## src/rtl/mem32x8_ctrl.sv

```systemverilog
// Clocked word memory with per-entry even parity, registered read port,
// sticky read/write collision flag and saturating access counters.
module mem32x8_ctrl #(
    parameter int ADDR_W = 5,
    parameter int DATA_W = 8,
    parameter int CNT_W  = 16
) (
    input  logic              clk,
    input  logic              rst,
    input  logic              read,
    input  logic              write,
    input  logic [ADDR_W-1:0] addr,
    input  logic [DATA_W-1:0] data_in,
    input  logic              parity_inject,
    output logic [DATA_W-1:0] data_out,
    output logic              rd_valid,
    output logic              proto_err,
    output logic              parity_err,
    output logic [CNT_W-1:0]  rd_count,
    output logic [CNT_W-1:0]  wr_count
);

    localparam int DEPTH = 2 ** ADDR_W;

    function automatic logic parity_of(input logic [DATA_W-1:0] d);
        return ^d;
    endfunction

    function automatic logic [CNT_W-1:0] sat_inc(input logic [CNT_W-1:0] c);
        return (&c) ? c : c + {{(CNT_W-1){1'b0}}, 1'b1};
    endfunction

    // Entry layout: {data, parity}; parity sits in bit 0.
    logic [DATA_W:0]   mem_q [DEPTH];
    logic [DATA_W-1:0] data_q, data_d;
    logic              rd_valid_q, rd_valid_d;
    logic              proto_q, proto_d;
    logic              parity_err_q, parity_err_d;
    logic [CNT_W-1:0]  rd_cnt_q, rd_cnt_d;
    logic [CNT_W-1:0]  wr_cnt_q, wr_cnt_d;
    logic              do_rd_s, do_wr_s;
    logic [DATA_W:0]   rd_word_s;

    // Next-state decode for the read port, flags and counters.
    always_comb begin
        do_rd_s      = read & ~write;
        do_wr_s      = write & ~read;
        rd_word_s    = mem_q[addr];
        data_d       = data_q;
        rd_valid_d   = 1'b0;
        parity_err_d = 1'b0;
        rd_cnt_d     = rd_cnt_q;
        wr_cnt_d     = wr_cnt_q;
        proto_d      = proto_q | (read & write);
        if (do_rd_s) begin
            data_d       = rd_word_s[DATA_W:1];
            rd_valid_d   = 1'b1;
            parity_err_d = rd_word_s[0] ^ parity_of(rd_word_s[DATA_W:1]);
            rd_cnt_d     = sat_inc(rd_cnt_q);
        end else if (do_wr_s) begin
            wr_cnt_d     = sat_inc(wr_cnt_q);
        end else begin
            data_d       = data_q;
        end
    end

    // Storage array; a write is visible to a read sampled at the next edge.
    always_ff @(posedge clk or posedge rst) begin
        if (rst) begin
            for (int i = 0; i < DEPTH; i++) begin
                mem_q[i] <= '0;
            end
        end else if (do_wr_s) begin
            mem_q[addr] <= {data_in, parity_of(data_in) ^ parity_inject};
        end
    end

    // Registered outputs and status.
    always_ff @(posedge clk or posedge rst) begin
        if (rst) begin
            data_q       <= '0;
            rd_valid_q   <= 1'b0;
            proto_q      <= 1'b0;
            parity_err_q <= 1'b0;
            rd_cnt_q     <= '0;
            wr_cnt_q     <= '0;
        end else begin
            data_q       <= data_d;
            rd_valid_q   <= rd_valid_d;
            proto_q      <= proto_d;
            parity_err_q <= parity_err_d;
            rd_cnt_q     <= rd_cnt_d;
            wr_cnt_q     <= wr_cnt_d;
        end
    end

    assign data_out   = data_q;
    assign rd_valid   = rd_valid_q;
    assign proto_err  = proto_q;
    assign parity_err = parity_err_q;
    assign rd_count   = rd_cnt_q;
    assign wr_count   = wr_cnt_q;

endmodule

```

## config.mk

```make
export PLATFORM = sky130hd
export DESIGN_NAME = mem32x8_ctrl
export DESIGN_NICKNAME = d
export VERILOG_FILES = /design/src/rtl/mem32x8_ctrl.sv
export SDC_FILE = /design/constraint.sdc
export NUM_CORES = 1
export LEC_CHECK = 0
export ABC_AREA = 1
export CAP_MARGIN = 20
export CELL_PAD_IN_SITES_DETAIL_PLACEMENT = 2
export CELL_PAD_IN_SITES_GLOBAL_PLACEMENT = 2
export CORE_MARGIN = 8
export CORE_UTILIZATION = 37
export CTS_CLUSTER_DIAMETER = 80
export DETAILED_ROUTE_END_ITERATION = 7
export PLACE_DENSITY_LB_ADDON = 0.3
export SLEW_MARGIN = 20
export SYNTH_ARGS = -nofsm -noshare
export SYNTH_HDL_FRONTEND = slang
export SYNTH_SLANG_ARGS = --single-unit
```

## constraint.sdc

```tcl
create_clock -name clk -period 11.3 [get_ports clk]
set_input_delay 1.13 -clock clk [delete_from_list [all_inputs] [get_ports clk]]
set_output_delay 1.13 -clock clk [all_outputs]
set_load 0.02 [all_outputs]
```

---- Word level (Yosys, flattened, before mapping) ----
Index checks and enable logic that the tools add are counted.
W data, S select, Z words.
storage, ports and cells
  bits in registers ....................... 331
  input port bits ......................... 18
  output and inout port bits .............. 43
  word-level logic and storage cells ...... 69
operators by class
  add/subtract/negate cells ............... 2
  $lt $le $gt $ge ......................... 2
  muxes and demuxes ....................... 8
  bitwise logic cells ..................... 12
  reductions and logical operators ........ 7
operators with widths
  cell                     count
  $bwmux W288              1
  $bmux W9 S5              1
  $demux W9 S5             1
  $add A16 B1 Y16 const B  2
  $reduce_and A16 Y1       2
  $mux W9                  3
  $reduce_xor A8 Y1        2
  $ge A6 B6 Y1 const B     1
  $lt A6 B1 Y1 const B     1
  $not A5 Y6               1
  $not A1 Y1               5
  $and A1 B1 Y1            3
  $reduce_and A3 Y1        1
  $mux W1                  2
  $reduce_and A2 Y1        1
  $xor A1 B1 Y1            2
  $logic_and A1 B1 Y1      1
  $or A1 B1 Y1             1

---- Logic depth before layout (Yosys ltp) ----
Gate-level depths: netlist of the first run.
  depth after elaboration ................. 7
  mapped depth ............................ 21
  depth with buffers taken out ............ 18

---- Worst setup path after synthesis of the first run ----
Ideal clock, no wire load.
  path type ............................... in2reg
  start point ............................. input addr[0]
  end point ............................... register parity_err_q, in the netlist parity_err
  arrival ................................. 2.628 ns
  required time ........................... 11.181 ns
  path slack .............................. 8.553 ns
  stages .................................. 17
  buffers on the path ..................... 3
  cell sequence ........................... buf_4 > buf_2 > buf_2 > nand2_1 > nand2_1 > nand2_1 > nand2_1 > nand2_1 > nand2_1 > nor2_1 > nand2_1 > xnor2_1 > nand2_1 > nand2_1 > nand2_1 > a21oi_1 > nor2_1
on the way
  cells in the longest elaborated chain, start to end .. 7
ends and longest elaborated chain
  item                                            line  source
  start: declaration                              12    input logic [ADDR_W-1:0] addr,
  $not A5 Y6 (not written as such) (*)            48    rd_word_s = mem_q[addr];
  $bmux W9 S5 (*)                                 48
  $mux W9 (not written as such) (*) (2 in a row)  48
  $reduce_xor A8 Y1                               26    return ^d;
  $xor A1 B1 Y1 (*)                               58    parity_err_d = rd_word_s[0] ^ parity_of(rd_word_s[DATA_W:1]);
  $mux W1 (*)                                     55    if (do_rd_s) begin
  net parity_err_d                                38    logic parity_err_q, parity_err_d;
  end signal: assignment                          91    parity_err_q <= parity_err_d;
  end: declaration                                38
Mark *: on every way through the listed nets, which the timed path passes. The rest lies on a longest branch. The select of a mux whose other input is x is not followed.
A chain may end at the register's enable or synchronous reset.

---- Worst setup path in the final report of the first run ----
Ends and elaborated chain as after synthesis.

==> impl_metrics.json, run 1 <==
{
  "cts.reportedPaths.clkPinSlew_ns": 0.06,
  "synth_area_leaders": "dfrtp_1, nand2_1, o21ai_0",
  "core_um2": 41600,
  "finish.utilization": 0.426,
  "nets": 1993,
  "yosysMostFrequentCell": "nand2_1",
  "min_path_type": "flop to flop",
  "rsz0062_at_grt": "false",
  "grt_overflow_total": 0,
  "finalMaxSlewViolations": 0,
  "start_util": 0.372,
  "required_ns": 11.74,
  "min_period_over_period": 0.337,
  "areaGrowthSynthToFinish_pct": 14.5,
  "power_density_nw_per_um2": 185,
  "yosysTopAreaCellShare": 0.536,
  "critPathBufInv": 3,
  "holdWs_ns": 0.471,
  "dieHeight_um": 220,
  "place_congestion": 0.830,
  "crit_path_start_kind": "primary input",
  "synth_area_leader_cell": "dfrtp_1",
  "clk_path_buf_depth": 3,
  "synth-edff-count": 0,
  "end_kind": "flop",
  "routed_via_density": 5.38,
  "grt_pass1_vias": 15289,
  "irDropWorstVdd_mv": 0.124,
  "drt_pre_antenna_iters": 4,
  "synth.avg_cell_area_um2": 7.87,
  "drt-initial-drc-count": 759,
  "synthArstFlopShare": 1.00,
  "h-tree-depth": 2,
  "syn_area_um2": 15500,
  "hold_buffers": 0,
  "tightestPinTransition_ns": 1.03,
  "status": "complete, no violations",
  "drive_gt1_frac": 0.0664,
  "fp.dieW_um": 220,
  "diodes": 0,
  "crit_top_cell": "nand2_1",
  "clock_latency_ns": 0.56,
  "slowest_delay_ns": 0.79,
  "grt_first_pass_wirelength_um": 88900,
  "core.rowCount": 75,
  "critPathSlowestCell": "buf_4",
  "crit_chain": "buf_4, inv_4, buf_4, nand2_1, nand2_1, nand2_1, nand3_1, nand2_1, nand2_1, nor2_1, nand2_1, nand3_1, nand2_1, nand2_1, nand2_1, nand2_1, a21oi_1, nor2_1",
  "wirelength_um": 55500,
  "slew-limit-headroom": 0.310,
  "synth_fp_nets": 1983,
  "io_pins": 61,
  "ant_nets": 0,
  "worstPathArrival_ns": 4.24,
  "die_area_um2": 48600,
  "fillers": 4690,
  "synthCells": 1963,
  "cts_made_buffers": 41,
  "min_period_ns": 3.81,
  "crit_family": "buffers and inverters",
  "yosys_warnings": 0,
  "grt_max_degree": 116,
  "root_buffer": "clkbuf_16",
  "p_leak_nw": 8.75,
  "cp_max_fo": 71,
  "antenna_found_initial": 0,
  "netlist_top_cells_count": "nand2_1, dfrtp_1, o21ai_0, nand3_1, buf_2",
  "port_buffers": 60,
  "synth-main-ff-cell": "dfrtp_1",
  "remaining_drc_errors": 0,
  "cts_setup_buffers": 0,
  "cts.sinks": 331,
  "ys_seq_area_frac": 0.536,
  "report.final.hold_viol_count": 0,
  "max_freq_ghz": 0.263,
  "setup_violations": 0,
  "synth-seq-cells": 331,
  "dp_hpwl_um": 35200,
  "crit_type": "primary input to flop",
  "drv_cap": 0,
  "grt_util_all_layers": 0.235,
  "fin_skew_ns": 0.0157,
  "routedWlPerCell_um": 21.9,
  "tritoncts": "yes",
  "vias": 13662,
  "synth_cell_types": 29,
  "cts_resized": 0,
  "setup_tns_ns": 0
}
[layout by cell type (no fill, tap or decap), types with 8 or more instances in the layout]
master	synthesis	routed
clkbuf_1	38	9
clkinv_2	0	8
clkdlybuf4s50_1	0	58
nand3_1	65	65
nand2_2	32	32
xor2_1	21	21
nor2_1	47	47
dfrtp_1	331	331
nand2_1	935	935
o21ai_0	289	289
inv_1	43	41
xnor2_1	18	18
nand4_1	21	21
nor3_1	14	9
clkbuf_16	0	41
clkbuf_8	0	13
buf_4	8	22
[final timing paths]
| kind | start | end | slack, ns | depth (start not counted) |
|---|---|---|---|---|
| worst max-delay path | addr[0] | parity_err$_DFF_PP0_ | 7.49 | 18 |
| worst min-delay path | proto_err$_DFF_PP0_ | proto_err$_DFF_PP0_ | 0.47 | 1 |
| worst max register to register | wr_count[1]$_DFFE_PP0P_ | wr_count[15]$_DFFE_PP0P_ | 8.84 | 14 |
| worst min register to register | proto_err$_DFF_PP0_ | proto_err$_DFF_PP0_ | 0.47 | 1 |
| max in group asynchronous | rst | mem_q[45]$_DFFE_PP0P_ | 8.63 | 3 |
| min in group asynchronous | rst | wr_count[14]$_DFFE_PP0P_ | 1.13 | 2 |
[worst reg2reg max path, cell delays in order, from the launching register on]
cell and delay, ns:
dfrtp_1 0.43, ha_1 0.23, nand2_1 0.07, nor2_1 0.04, nand4_1 0.09, nor2_1 0.07, nand4_1 0.10, nand2_1 0.21
nor2_1 0.23, nand2_1 0.09, nor2_1 0.18, nand2_1 0.13, nor2_1 0.22, nand2_1 0.10, xnor2_1 0.20
[sequential cells by signal, summed over array words and instances (netlist names)]
signal / count
mem_q: 288
rd_count: 16
wr_count: 16
data_out: 8
parity_err: 1
proto_err: 1
rd_valid: 1
[power by group]
group / switching (mW) / internal [mW] / leakage, nW / total [mW]
clock: 0.520 / 0.751 / 0.645 / 1.27
sequential: 0.121 / 1.36 / 4.37 / 1.48
combinational: 0.348 / 0.184 / 3.73 / 0.533
total: 0.989 / 2.29 / 8.75 / 3.28
[layer usage]
| layer | GRT usage | vias up | wire length [um] |
|---|---|---|---|
| met2 | 0.399 | 215 | 27000 |
| li1 | - | 6279 | - |
| met5 | 0 | - | 0 |
| met4 | 0.0837 | 0 | 1800 |
| met1 | 0.302 | 7061 | 24900 |
| met3 | 0.0358 | 107 | 1880 |
[cells by family (layout without fill, tap and decap cells)]
family          count (synthesis)  after routing  synth area share
xor+xnor                       39             39            0.0221
flops                         331            331             0.536
buf+inv                       158            197            0.0461
compound gates                309            309             0.102
fa+ha+maj                       2              2           0.00162
simple gates                 1124           1124             0.292
[area by class of cell]
| class | count | area, um^2 | area share |
|---|---|---|---|
| Clock buffer | 63 | 1240 | 0.0700 |
| Clock inverter | 9 | 48.8 | 0.00276 |
| Inverter | 44 | 178 | 0.0100 |
| Multi-Input combinational cell | 1474 | 6520 | 0.368 |
| Sequential cell | 331 | 8280 | 0.468 |
| Tap cell | 539 | 674 | 0.0381 |
| Timing Repair Buffer | 81 | 757 | 0.0428 |
[metrics by stage]
| step | std cells | power (mW) | worst slack [ns] | instance area (um^2) |
|---|---|---|---|---|
| 2_1_floorplan | 1963 | 1.80 | 1.00 | 15500 |
| 3_3_place_gp | 2469 | 1.99 | 7.03 | 16400 |
| 3_5_place_dp | 2469 | 2.03 | 6.94 | 16400 |
| 4_1_cts | 2541 | 3.32 | 7.52 | 17700 |
| 5_1_grt | 2541 | 3.45 | 7.32 | 17700 |
| 6_report | 2541 | 3.28 | 7.49 | 17700 |
No activity file was read; power rests on OpenSTA's default activity.
==> run 2, diff against run 1 <==
--- a/config.mk
+++ b/config.mk
@@ -10,7 +10,7 @@
 export CELL_PAD_IN_SITES_DETAIL_PLACEMENT = 2
 export CELL_PAD_IN_SITES_GLOBAL_PLACEMENT = 2
 export CORE_MARGIN = 8
-export CORE_UTILIZATION = 37
+export CORE_UTILIZATION = 33
 export CTS_CLUSTER_DIAMETER = 80
 export DETAILED_ROUTE_END_ITERATION = 7
 export PLACE_DENSITY_LB_ADDON = 0.3
==> constraint.sdc (replaced) <==
create_clock -name clk -period 3.1 [get_ports clk]
set_input_delay 0.31 -clock clk [delete_from_list [all_inputs] [get_ports clk]]
set_output_delay 0.31 -clock clk [all_outputs]
set_load 0.02 [all_outputs]
==> impl_metrics.json, run 2 (synthesis gave the netlist of run 1 again) <==
{
  "ant_nets": 0,
  "core_um2": 46400,
  "cts_made_buffers": 41,
  "irDropWorstVdd_mv": 0.415,
  "cts.reportedPaths.clkPinSlew_ns": 0.06,
  "finalMaxSlewViolations": 0,
  "layout_commonest_cell": "nand2_1",
  "power_density_nw_per_um2": 667,
  "cp_max_fo": 13,
  "seq_power_share": 0.444,
  "min_period_over_period": 0.767,
  "grt_first_pass_wirelength_um": 89700,
  "cts_resized": 0,
  "grt_max_degree": 121,
  "drt_pre_antenna_iters": 4,
  "wirelength_um": 55400,
  "rsz0062_at_grt": "false",
  "diodes": 0,
  "p_sw_mw": 3.64,
  "root_buffer": "clkbuf_16",
  "io_pins": 61,
  "pwr-share-clk": 0.390,
  "combPwrFrac": 0.165,
  "largest_register_ffs": 288,
  "crit_path_start_kind": "primary input",
  "top_register": "mem_q",
  "worstPathArrival_ns": 2.83,
  "p_leak_nw": 8.96,
  "grt_overflow_total": 0,
  "tritoncts": "yes",
  "end_kind": "flop",
  "h-tree-depth": 2,
  "r2r_cells": 12,
  "grt_util_all_layers": 0.209,
  "internal_power_mw": 8.47,
  "clock_latency_ns": 0.56,
  "drv_cap": 0,
  "drt-initial-drc-count": 621,
  "start_util": 0.333,
  "min_path_type": "primary input to asynchronous set/reset pin",
  "min_period_ns": 2.38,
  "fp.dieW_um": 232,
  "drive_gt1_frac": 0.0820,
  "final_cell_mix": "nand2_1, dfrtp_1, o21ai_0",
  "remaining_drc_errors": 0,
  "cts_setup_buffers": 0,
  "die_area_um2": 54000,
  "dp_hpwl_um": 36600,
  "dieHeight_um": 232,
  "grt_pass1_vias": 15424,
  "areaGrowthSynthToFinish_pct": 17.5,
  "p_sw_frac": 0.300,
  "core.rowCount": 79,
  "cts.sinks": 331,
  "clk_path_buf_depth": 3,
  "vias": 13694,
  "setup_violations": 0,
  "hold_buffers": 0,
  "place_congestion": 0.835,
  "port_buffers": 60,
  "fin_skew_ns": 0.0223,
  "routed_via_density": 5.18,
  "crit_type": "primary input to flop",
  "slew-limit-headroom": 0.408,
  "antenna_found_initial": 0,
  "routedWlPerCell_um": 21.0,
  "tightestPinTransition_ns": 0.887,
  "nets": 2027,
  "finalPower_mw": 12.1,
  "report.final.hold_viol_count": 0,
  "required_ns": 3.55,
  "status": "complete, no violations",
  "finish.utilization": 0.392,
  "max_freq_ghz": 0.420
}
==> run 2: power groups by stage <==
stage | logic, mW | registers [mW] | clock network [mW]
6_report | 2.00 | 5.38 | 4.73
5_1_grt | 2.26 | 5.46 | 5.03
4_1_cts | 2.04 | 5.38 | 4.87
3_5_place_dp | 2.01 | 5.45 | 0
3_3_place_gp | 1.90 | 5.42 | 0
2_1_floorplan | 1.14 | 5.41 | 0
==> run 2: area by class of cell <==
type | instances | area, um^2
inverters | 44 | 171
fillers | 5293 | 28200
well taps | 607 | 759
clock buffers | 62 | 1230
flip-flops and latches | 331 | 8280
multi-input cells | 1474 | 6490
clock inverters | 10 | 93.8
repair buffers | 115 | 1130
==> run 2: worst max-delay path, cell delays in order <==
cell and delay [ns]:
clkdlybuf4s50_1 0.62, inv_1 0.25, nor3_1 0.07, buf_4 0.21, nand2_1 0.08, nand2_1 0.11, nor2_1 0.31, nand2_1 0.15
xnor2_1 0.26, nand2_1 0.10, nand2_1 0.08, nand2_1 0.06, a21oi_1 0.14, nor2_1 0.06
==> run 2: final timing paths <==
check / start / end / slack (ns)
min in group clk: read / proto_err$_DFF_PP0_ / 0.36
min reg2reg: proto_err$_DFF_PP0_ / proto_err$_DFF_PP0_ / 0.48
min: rst / wr_count[1]$_DFFE_PP0P_ / 0.18
max reg2reg: rd_count[0]$_DFFE_PP0P_ / rd_count[13]$_DFFE_PP0P_ / 0.93
max in group asynchronous: rst / mem_q[1]$_DFFE_PP0P_ / 1.95
max: addr[4] / parity_err$_DFF_PP0_ / 0.72
==> run 2: stage by stage <==
stage / setup TNS (ns) / instances / hold slack, ns / cell area (um^2) / setup slack (ns)
after detailed placement: 0 / 2571 / 0.473 / 16800 / 0.175
after global placement: 0 / 2571 / 0.458 / 16800 / 0.248
after CTS: 0 / 2643 / 0.163 / 18200 / 0.776
after global routing: 0 / 2643 / 0.200 / 18200 / 0.550
final: 0 / 2643 / 0.177 / 18200 / 0.721
after floorplan: -539.75 / 1963 / 0.453 / 15500 / -1.63
==> run 2: per-layer routing <==
| layer | GRT usage | routed length (um) | vias up |
|---|---|---|---|
| li1 | - | - | 6334 |
| met2 | 0.347 | 26400 | 214 |
| met1 | 0.276 | 25400 | 7051 |
| met3 | 0.0301 | 1900 | 95 |
| met4 | 0.0748 | 1760 | 0 |
| met5 | 0 | 0 | - |
==> run 3, diff against run 2 <==
--- a/config.mk
+++ b/config.mk
@@ -10,7 +10,7 @@
 export CELL_PAD_IN_SITES_DETAIL_PLACEMENT = 2
 export CELL_PAD_IN_SITES_GLOBAL_PLACEMENT = 2
 export CORE_MARGIN = 8
-export CORE_UTILIZATION = 33
+export CORE_UTILIZATION = 37
 export CTS_CLUSTER_DIAMETER = 80
 export DETAILED_ROUTE_END_ITERATION = 7
 export PLACE_DENSITY_LB_ADDON = 0.3
==> constraint.sdc (replaced) <==
create_clock -name clk -period 2.3 [get_ports clk]
set_input_delay 0.23 -clock clk [delete_from_list [all_inputs] [get_ports clk]]
set_output_delay 0.23 -clock clk [all_outputs]
set_load 0.02 [all_outputs]
==> impl_metrics.json, run 3 (synthesis gave the netlist of run 1 again) <==
{
  "status": "complete, no violations",
  "grt_pass1_vias": 15763,
  "vias": 13905,
  "dp_hpwl_um": 37200,
  "end_kind": "flop",
  "tritoncts": "yes",
  "diodes": 0,
  "tightestPinTransition_ns": 0.512,
  "internal_power_mw": 11.5,
  "remaining_drc_errors": 0,
  "cts.sinks": 331,
  "seq_power_share": 0.441,
  "root_buffer": "clkbuf_16",
  "port_buffers": 60,
  "place_congestion": 0.834,
  "grt_first_pass_wirelength_um": 89900,
  "r2r_cells": 10,
  "cp_max_fo": 4,
  "drt-initial-drc-count": 761,
  "min_period_ns": 2.15,
  "drive_gt1_frac": 0.103,
  "combPwrFrac": 0.177,
  "hold_buffers": 0,
  "dieHeight_um": 220,
  "setup_tns_ns": 0,
  "required_ns": 2.73,
  "min_period_over_period": 0.935,
  "crit_type": "flop to flop",
  "slew-limit-headroom": 0.659,
  "p_leak_nw": 9.21,
  "routed_via_density": 5.31,
  "max_freq_ghz": 0.465,
  "ff2ff_setup_slack_ns": 0.15,
  "final_cell_area_um2": 18500,
  "antenna_found_initial": 1,
  "place_area_um2": 17200,
  "io_pins": 61,
  "cts_made_buffers": 40,
  "final_cell_mix": "nand2_1, dfrtp_1, o21ai_0",
  "areaGrowthSynthToFinish_pct": 19.9,
  "core_um2": 41600,
  "power_density_nw_per_um2": 888,
  "setup_violations": 0,
  "min_path_type": "primary input to asynchronous set/reset pin",
  "top_register": "mem_q",
  "fin_skew_ns": 0.0131,
  "nets": 2073,
  "drt_pre_antenna_iters": 4,
  "p_sw_mw": 4.92,
  "finalMaxSlewViolations": 0,
  "routedWlPerCell_um": 21.6,
  "irDropWorstVdd_mv": 0.428,
  "start_util": 0.372,
  "grt_overflow_total": 0,
  "h-tree-depth": 2,
  "ant_nets": 0,
  "layout_commonest_cell": "nand2_1",
  "core.rowCount": 75,
  "drv_cap": 0,
  "largest_register_ffs": 288,
  "clock_latency_ns": 0.55,
  "wirelength_um": 56600,
  "grt_max_degree": 84,
  "report.final.hold_viol_count": 0,
  "crit_path_start_kind": "flop",
  "reg2reg_from": "rd_count[0]$_DFFE_PP0P_",
  "worstPathArrival_ns": 2.58,
  "reg2reg_to": "rd_count[14]$_DFFE_PP0P_",
  "die_area_um2": 48600,
  "p_sw_frac": 0.299,
  "cts.reportedPaths.clkPinSlew_ns": 0.06,
  "clk_path_buf_depth": 3,
  "pwr-share-clk": 0.382,
  "grt_util_all_layers": 0.239,
  "fp.dieW_um": 220
}
run 3: power by group through the flow:
stage / Combinational, mW / Sequential (mW) / Clock, mW
floorplan: 1.54 / 7.30 / 0
global placement: 2.73 / 7.25 / 0
detailed placement: 2.89 / 7.32 / 0
CTS: 2.93 / 7.24 / 6.43
global route: 3.26 / 7.34 / 6.65
finish: 2.92 / 7.25 / 6.29
run 3: repair_timing:
action | 4_1_cts | 5_1_grt
setup buffers | 0 | 3
endpoints found under the setup margin | 0 | 2
gates resized for setup | 0 | 4
run 3: final cells by class:
type	count	area, um^2
multi-input cells	1474	6500
repair buffers	162	1620
fillers	4634	23000
flip-flops and latches	331	8280
clock buffers	56	1140
inverters	44	171
clock inverters	12	139
well taps	539	674
run 3: how the worst max path moves through the flow:
stage	from	to	slack (ns)	depth (start not counted)
finish	rd_count[0]$_DFFE_PP0P_	rd_count[14]$_DFFE_PP0P_	0.15	10
global route	rd_count[0]$_DFFE_PP0P_	rd_count[14]$_DFFE_PP0P_	-0.03	10
CTS	wr_count[0]$_DFFE_PP0P_	wr_count[15]$_DFFE_PP0P_	0.00008	14
detailed placement	addr[3]	parity_err$_DFF_PP0_	-0.19	17
global placement	addr[3]	parity_err$_DFF_PP0_	-0.11	14
floorplan	rst	data_out[0]$_DFFE_PP0P_	-2.35	1
run 3: stage by stage:
step / setup slack, ns / std cells / util / power [mW] / hold WS (ns)
6_report: 0.149 / 2618 / 0.446 / 16.5 / 0.0437
5_1_grt: -0.0318 / 2618 / 0.446 / 17.2 / 0.0567
4_1_cts: 0.0000753 / 2615 / 0.445 / 16.6 / 0.0258
3_5_place_dp: -0.189 / 2547 / 0.414 / 10.2 / 0.469
3_3_place_gp: -0.113 / 2547 / 0.414 / 9.98 / 0.462
2_1_floorplan: -2.35 / 1963 / - / 8.84 / 0.375
run 3: critical path: stages (launching register included):
cell and delay, ns:
dfrtp_2 0.44, ha_1 0.24, nand3_1 0.17, nor4_2 0.07, nand3_1 0.08, nand2_1 0.09
inv_1 0.16, nand2_1 0.12, nor3_1 0.35, nand3_1 0.15, xor2_1 0.17
run 3: layer usage:
layer  GRT usage  up-vias  part of all wire
met5           0        -           0.00023
met4      0.0949        2             0.033
met3      0.0317      101             0.029
met2       0.416      189              0.50
met1       0.298     7184              0.44
li1            -     6429                 -
